==> config.mk <==
export PLATFORM = sky130hd
export DESIGN_NAME = lsu_ctrl
export DESIGN_NICKNAME = d
export VERILOG_FILES = /design/src/rtl/riscv_pkg.sv /design/src/rtl/lsu_align.sv /design/src/rtl/lsu_ctrl.sv
export SDC_FILE = /design/constraint.sdc
export NUM_CORES = 1
export LEC_CHECK = 0
export CAP_MARGIN = 20
export CELL_PAD_IN_SITES_DETAIL_PLACEMENT = 0
export CELL_PAD_IN_SITES_GLOBAL_PLACEMENT = 1
export CORE_AREA = 2 2 161 116
export CTS_BUF_LIST = sky130_fd_sc_hd__clkbuf_2
export CTS_CLUSTER_DIAMETER = 150
export CTS_CLUSTER_SIZE = 28
export DETAILED_ROUTE_END_ITERATION = 8
export DIE_AREA = 0 0 163 118
export GPL_TIMING_DRIVEN = 0
export PLACE_DENSITY_LB_ADDON = 0.1
export REMOVE_ABC_BUFFERS = 1
export SLEW_MARGIN = 20
export SYNTH_ARGS = -nofsm -noshare
export SYNTH_HDL_FRONTEND = slang
export SYNTH_SLANG_ARGS = --single-unit
==> constraint.sdc <==
create_clock -name clk -period 2.8 [get_ports clk]
set_input_delay 0.56 -clock clk [delete_from_list [all_inputs] [get_ports clk]]
set_output_delay 0.56 -clock clk [all_outputs]
set_load 0.05 [all_outputs]
==> src/rtl/riscv_pkg.sv <==
// Shared RISC-V encodings and load/store unit helpers.
package riscv_pkg;

  // Major opcodes seen by the load/store unit
  typedef enum logic [6:0] {
    OP_LOAD   = 7'b0000011,
    OP_STORE  = 7'b0100011,
    OP_BRANCH = 7'b1100011
  } opcode_t;

  // Memory access size/sign encodings carried in funct3
  typedef enum logic [2:0] {
    F3_B  = 3'b000,
    F3_H  = 3'b001,
    F3_W  = 3'b010,
    F3_BU = 3'b100,
    F3_HU = 3'b101
  } funct3_mem_t;

  typedef enum logic [1:0] {
    LSU_IDLE,
    LSU_REQ,
    LSU_WAIT_R,
    LSU_RESP
  } lsu_state_t;

  // Loads accept B/H/W/BU/HU; stores accept B/H/W only.
  function automatic logic is_legal_mem(input logic [6:0] opcode, input logic [2:0] funct3);
    logic legal;
    legal = 1'b0;
    if (opcode == OP_LOAD)
      legal = (funct3 inside {F3_B, F3_H, F3_W, F3_BU, F3_HU});
    else if (opcode == OP_STORE)
      legal = (funct3 < 3'b011);
    return legal;
  endfunction

  // Half with odd address, or word not on a 4-byte boundary.
  function automatic logic is_misaligned(input logic [2:0] funct3, input logic [1:0] addr_lo);
    return ((funct3[1:0] == 2'b01) && addr_lo[0]) ||
           ((funct3[1:0] == 2'b10) && (addr_lo != 2'b00));
  endfunction

endpackage

==> src/rtl/lsu_align.sv <==
// Byte-lane steering: byte enables and replicated store data for the bus,
// plus extraction and sign/zero extension of the returned load word.
// Misaligned low address bits are ignored by construction (half uses addr[1],
// word uses no offset).
module lsu_align
  import riscv_pkg::*;
(
  input  logic [1:0]  i_addr_lo,
  input  logic [2:0]  i_funct3,
  input  logic [31:0] i_wdata,
  input  logic [31:0] i_rdata,
  output logic [3:0]  o_be,
  output logic [31:0] o_wdata,
  output logic [31:0] o_rdata
);

  logic [31:0] w_rsh_b;
  logic [31:0] w_rsh_h;

  assign w_rsh_b = i_rdata >> {i_addr_lo, 3'b000};
  assign w_rsh_h = i_rdata >> {i_addr_lo[1], 4'b0000};

  // Lane selection for the bus side and extension for the load return
  always_comb begin
    // NOTE: every output gets a default first so no path leaves one unassigned, which would infer a latch.
    o_be    = 4'hF;
    o_wdata = i_wdata;
    o_rdata = i_rdata;
    unique case (i_funct3[1:0])
      2'b00: begin
        o_be    = 4'b0001 << i_addr_lo;
        o_wdata = {4{i_wdata[7:0]}};
      end
      2'b01: begin
        o_be    = 4'b0011 << {i_addr_lo[1], 1'b0};
        o_wdata = {2{i_wdata[15:0]}};
      end
      default: ;
    endcase
    case (i_funct3)
      F3_B:    o_rdata = {{24{w_rsh_b[7]}}, w_rsh_b[7:0]};
      F3_BU:   o_rdata = {24'h0, w_rsh_b[7:0]};
      F3_H:    o_rdata = {{16{w_rsh_h[15]}}, w_rsh_h[15:0]};
      F3_HU:   o_rdata = {16'h0, w_rsh_h[15:0]};
      default: o_rdata = i_rdata;
    endcase
  end

endmodule

==> src/rtl/lsu_ctrl.sv <==
// Load/store sequencer between the MEM stage and a valid/grant memory port.
// One request in flight; FSM IDLE -> REQ -> (WAIT_R) -> RESP -> IDLE.
// Build option LSU_MISALIGN_TRAP_EN: misaligned half/word accesses are
// reported as errors (with a misalign flag) instead of being force-aligned.
module lsu_ctrl
  import riscv_pkg::*;
#(
  parameter int XLEN        = 32,
  parameter int TIMEOUT_CYC = 255
) (
  input  logic            clk,
  input  logic            rst_n,
  input  logic            req_valid,
  output logic            req_ready,
  input  logic [6:0]      req_opcode,
  input  logic [2:0]      req_funct3,
  input  logic [XLEN-1:0] req_addr,
  input  logic [XLEN-1:0] req_wdata,
  input  logic [4:0]      req_rd,
  output logic            done,
  output logic [XLEN-1:0] done_rdata,
  output logic [4:0]      done_rd,
  output logic            done_err,
`ifdef LSU_MISALIGN_TRAP_EN
  output logic            misalign,
`endif
  output logic            stall,
  output logic            mem_req,
  output logic            mem_we,
  output logic [XLEN-1:0] mem_addr,
  output logic [3:0]      mem_be,
  output logic [XLEN-1:0] mem_wdata,
  input  logic            mem_gnt,
  input  logic            mem_rvalid,
  input  logic [XLEN-1:0] mem_rdata
);

  localparam int CW = $clog2(TIMEOUT_CYC + 1);

  lsu_state_t      r_state;
  lsu_state_t      w_state_nxt;
  logic [CW-1:0]   r_tcnt;
  logic            r_is_load;
  logic [2:0]      r_f3;
  logic [1:0]      r_addr_lo;
  logic [4:0]      r_rd;

  logic            w_accept;
  logic            w_legal;
  logic            w_misal;
  logic            w_tmo;
  logic            w_resp_err;
  logic [XLEN-1:0] w_resp_rdata;
  logic [4:0]      w_resp_rd;
  logic [1:0]      w_al_addr_lo;
  logic [2:0]      w_al_f3;
  logic [3:0]      w_al_be;
  logic [XLEN-1:0] w_al_wdata;
  logic [XLEN-1:0] w_al_rdata;

  assign req_ready = (r_state == LSU_IDLE);
  assign stall     = (r_state != LSU_IDLE);
  assign w_accept  = req_valid && req_ready;
  assign w_legal   = is_legal_mem(req_opcode, req_funct3);
  assign w_tmo     = (r_tcnt == CW'(TIMEOUT_CYC - 1));
`ifdef LSU_MISALIGN_TRAP_EN
  assign w_misal   = is_misaligned(req_funct3, req_addr[1:0]);
`else
  assign w_misal   = 1'b0;
`endif

  // While idle the aligner sees the incoming request; afterwards the latched one.
  assign w_al_addr_lo = req_ready ? req_addr[1:0] : r_addr_lo;
  assign w_al_f3      = req_ready ? req_funct3    : r_f3;

  lsu_align u_align (
    .i_addr_lo (w_al_addr_lo),
    .i_funct3  (w_al_f3),
    .i_wdata   (req_wdata),
    .i_rdata   (mem_rdata),
    .o_be      (w_al_be),
    .o_wdata   (w_al_wdata),
    .o_rdata   (w_al_rdata)
  );

  // State register
  always_ff @(posedge clk or negedge rst_n) begin
    // NOTE: sequential state uses non-blocking assignments so every flop samples pre-edge values.
    if (!rst_n) r_state <= LSU_IDLE;
    else        r_state <= w_state_nxt;
  end

  // Next state and the completion values to register on entry to RESP
  always_comb begin
    w_state_nxt  = r_state;
    w_resp_err   = 1'b0;
    w_resp_rdata = '0;
    w_resp_rd    = '0;
    unique case (r_state)
      LSU_IDLE: begin
        if (w_accept) begin
          if (!w_legal || w_misal) begin
            w_state_nxt = LSU_RESP;
            w_resp_err  = 1'b1;
            w_resp_rd   = (req_opcode == OP_LOAD) ? req_rd : 5'd0;
          end else begin
            w_state_nxt = LSU_REQ;
          end
        end
      end
      LSU_REQ: begin
        if (mem_gnt) begin
          w_state_nxt = r_is_load ? LSU_WAIT_R : LSU_RESP;
        end else if (w_tmo) begin
          w_state_nxt = LSU_RESP;
          w_resp_err  = 1'b1;
          w_resp_rd   = r_is_load ? r_rd : 5'd0;
        end
      end
      LSU_WAIT_R: begin
        if (mem_rvalid) begin
          w_state_nxt  = LSU_RESP;
          w_resp_rdata = w_al_rdata;
          w_resp_rd    = r_rd;
        end else if (w_tmo) begin
          w_state_nxt = LSU_RESP;
          w_resp_err  = 1'b1;
          w_resp_rd   = r_rd;
        end
      end
      LSU_RESP: w_state_nxt = LSU_IDLE;
      default:  w_state_nxt = LSU_IDLE;
    endcase
  end

  // Timeout counter: cleared on every state change, counts while waiting on the bus
  always_ff @(posedge clk or negedge rst_n) begin
    if (!rst_n)                                            r_tcnt <= '0;
    else if (w_state_nxt != r_state)                       r_tcnt <= '0;
    else if (r_state == LSU_REQ || r_state == LSU_WAIT_R)  r_tcnt <= r_tcnt + 1'b1;
  end

  // Request latch, bus outputs and completion outputs
  always_ff @(posedge clk or negedge rst_n) begin
    if (!rst_n) begin
      r_is_load  <= 1'b0;
      r_f3       <= '0;
      r_addr_lo  <= '0;
      r_rd       <= '0;
      mem_req    <= 1'b0;
      mem_we     <= 1'b0;
      mem_addr   <= '0;
      mem_be     <= '0;
      mem_wdata  <= '0;
      done       <= 1'b0;
      done_err   <= 1'b0;
      done_rdata <= '0;
      done_rd    <= '0;
`ifdef LSU_MISALIGN_TRAP_EN
      misalign   <= 1'b0;
`endif
    end else begin
      mem_req <= (w_state_nxt == LSU_REQ);
      done    <= (w_state_nxt == LSU_RESP);
      if (w_state_nxt == LSU_RESP) begin
        done_err   <= w_resp_err;
        done_rdata <= w_resp_rdata;
        done_rd    <= w_resp_rd;
      end else begin
        done_err   <= 1'b0;
        done_rdata <= '0;
        done_rd    <= '0;
      end
`ifdef LSU_MISALIGN_TRAP_EN
      misalign <= w_accept && w_legal && w_misal;
`endif
      if (w_accept && (w_state_nxt == LSU_REQ)) begin
        r_is_load <= (req_opcode == OP_LOAD);
        r_f3      <= req_funct3;
        r_addr_lo <= req_addr[1:0];
        r_rd      <= req_rd;
        mem_we    <= (req_opcode == OP_STORE);
        mem_addr  <= {req_addr[XLEN-1:2], 2'b00};
        mem_be    <= w_al_be;
        mem_wdata <= w_al_wdata;
      end
    end
  end

endmodule
==> run metrics <==
Post-Layout Cell Count 1081; number of global-route vias before repair 5206; P_leak 3.974 nW; first-pass GRT wire length 28450 µm; Placer Congestion 0.8410; filler instances 1666; IO buf count 224; GRT overflow 0; Worst Setup SP r_state[1]$_DFF_PN0_; commonest non-fill, non-tap cell in the layout clkdlybuf4s50_1; share of layout cells above drive strength 1 0.09586; slew of the pin with the lowest slew margin 0.8788 ns; Die Wd 163 µm; placed cell areas 0.008433 mm²; Slew HR 0.4096; ys flop type dfrtp_1; RR Endpoint done_rdata[31]$_DFF_PN0_; CTS Sinks 128; status complete, no violations; period utilization 0.9381; most frequent cells in the layout clkdlybuf4s50_1, nand2_1, dfrtp_1; Die Y 118 µm; critical path endpoint category flop; Clock Skews 0.03342 ns; Peak Freq 0.3807 GHz; worst skew pair latency 0.67 ns; vias per cell 4.883; Multi-input gate area 0.002557 mm²; CTS max path bufs 2; final setup margin 0.1733 ns; Pre-antenna DRT Iters 6; Cell variety after synth 62; final hold slack 0.3787 ns; Cell Pwr Density 723.6 mW/mm²; largest net degree at the start of global routing 66; Peak VDD IR 0.6008 mV; gr usage total 0.1901; WL final 17850 µm; Synthesis Warnings 0; area of the core 0.01770 mm²; I/O pin count 227; Final min period 2.627 ns; Post-synth EDFFs 0; Final Hold Viols 0; post-route cell area 0.008833 mm²; CP Capture Point done_rdata[31]$_DFF_PN0_; CTS tree built; critical path fanouts, max 16; Post-route DRC 0; Startpoint Class flop; register area share after synthesis 0.5393; R2R depth 6; die area 0.01923 mm²; final max-slew violation count 0; CP required 3.40 ns; Worst R2R Setup Slack 0.17 ns; Starting Density 0.3356; nets 955; Sequential Area 0.003204 mm²; Seq cells post-synth 128; Cell Count Post-Placement 1041; Clock H-tree levels 4; Post-Syn Area 0.005939 mm²; origin of the critical flop-to-flop path r_state[1]$_DFF_PN0_; clock-pin slew of the registers on the worst-case setup and hold paths 0.21 ns; Post-Place Setup Slack -1.000 ns; P&R area growth vs syn 48.73%; Starting DRT DRC Count 319; Routed Antenna Nets 0; initial antenna violation count 0; FP Rows 41; routed vias 5279; Power, Total 6.392 mW; wire length per cell 16.52 µm; CTS buffer count 17; Clock Root Buffer clkbuf_2; Max Cap Viol 0; gate count of the mapped netlist 608; HPWL after DPL 12700 µm; FFs w/ async S/R, synth 1.000; worst hold path class primary input to async pin; Ant. Diodes 0; crit path kind flop to flop; Avg Cell Area, Syn 9.769 µm²; final setup violation count 0; CP arrival 3.23 ns
[critical path, stage by stage, from the launching register on]
cell and delay [ns]:
dfrtp_2 0.51, inv_1 0.18, ha_4 0.21, buf_12 0.14, mux2i_1 0.48, nand2_1 0.66, a21oi_1 0.36
[worst min-delay path by stage]
stage,depth (start not counted),slack (ns),end,start
after floorplan,0,0.26,done$_DFF_PN0_,rst_n
after global placement,2,0.45,mem_addr[3]$_DFFE_PN0P_,mem_addr[3]$_DFFE_PN0P_
after detailed placement,2,0.45,mem_addr[7]$_DFFE_PN0P_,mem_addr[7]$_DFFE_PN0P_
after CTS,3,0.29,mem_addr[2]$_DFFE_PN0P_,req_addr[2]
after global routing,3,0.26,mem_addr[9]$_DFFE_PN0P_,req_addr[9]
final,2,0.38,r_tcnt[2]$_DFFE_PN0P_,rst_n
[cell usage after synthesis, drive strengths merged, types with 8 or more instances]
| master | instances | share of area |
|---|---|---|
| clkbuf | 23 | 0.015 |
| buf | 12 | 0.014 |
| nand2 | 197 | 0.12 |
| nor3 | 9 | 0.0076 |
| inv | 10 | 0.0063 |
| o22ai | 12 | 0.014 |
| mux2i | 27 | 0.048 |
| o21ai | 32 | 0.027 |
| nor2 | 28 | 0.018 |
| a22oi | 12 | 0.015 |
| a21oi | 26 | 0.028 |
| a222oi | 8 | 0.013 |
| dfrtp | 128 | 0.54 |
[layout make-up]
class | count | area share
Sequential cell | 128 | 0.3627
Tap cell | 236 | 0.03343
Clock buffer | 18 | 0.01020
Multi-Input combinational cell | 436 | 0.2895
Inverter | 10 | 0.004249
Timing Repair Buffer | 239 | 0.2758
Clock inverter | 14 | 0.02408
[routing by layer]
metal  track usage  part of all wire  up-vias
met5             0                 0        -
met4       0.04757            0.0086        0
met3       0.06378             0.086       12
met2        0.2895              0.46      189
met1        0.2600              0.45     2542
li1              -                 -     2536
[sequential cells by signal, summed over array words and instances (netlist names)]
register    cells
r_f3            3
done_rdata     32
mem_addr       30
done_rd         5
done            1
r_addr_lo       2
r_is_load       1
mem_req         1
mem_we          1
r_rd            5
mem_be          4
r_state         2
done_err        1
mem_wdata      32
r_tcnt          8
[stage by stage]
step / utilization / setup TNS [ns]
4_1_cts: 0.4975 / -0.05160
5_1_grt: 0.4991 / -0.006448
6_report: 0.4991 / 0
3_3_place_gp: 0.4696 / -763.06
3_5_place_dp: 0.4765 / -49.26
2_1_floorplan: - / -133.97
[kinds of logic (layout without fill, tap and decap cells)]
family                     after synthesis  count (layout)  share of synthesized area
xor gates and xnor gates                 7               7                    0.01032
and+or+nand+nor                        266             266                     0.1896
AOI/OAI and AO/OA                      124             124                     0.1559
adders and majority gates                7               7                    0.01475
buffers and inverters                   45             281                    0.03497
other                                    1               2                  0.0006314
DFF                                    128             128                     0.5393
muxes                                   30              30                    0.05456
[where the power goes]
part / internal [mW] / total, mW / switching (mW)
logic: 1.08 / 2.83 / 1.75
registers: 2.03 / 2.14 / 0.112
clock network: 0.682 / 1.42 / 0.738
total: 3.79 / 6.39 / 2.60
[repair_timing]
action,in CTS,in global routing
endpoints found under the setup margin,126,6
hold endpoints to repair,64,0
resized for setup,9,2
hold buffers,1,0
pin swaps,2,0
setup buffers,4,3
Note: power is estimated with default switching activity, not from simulation.
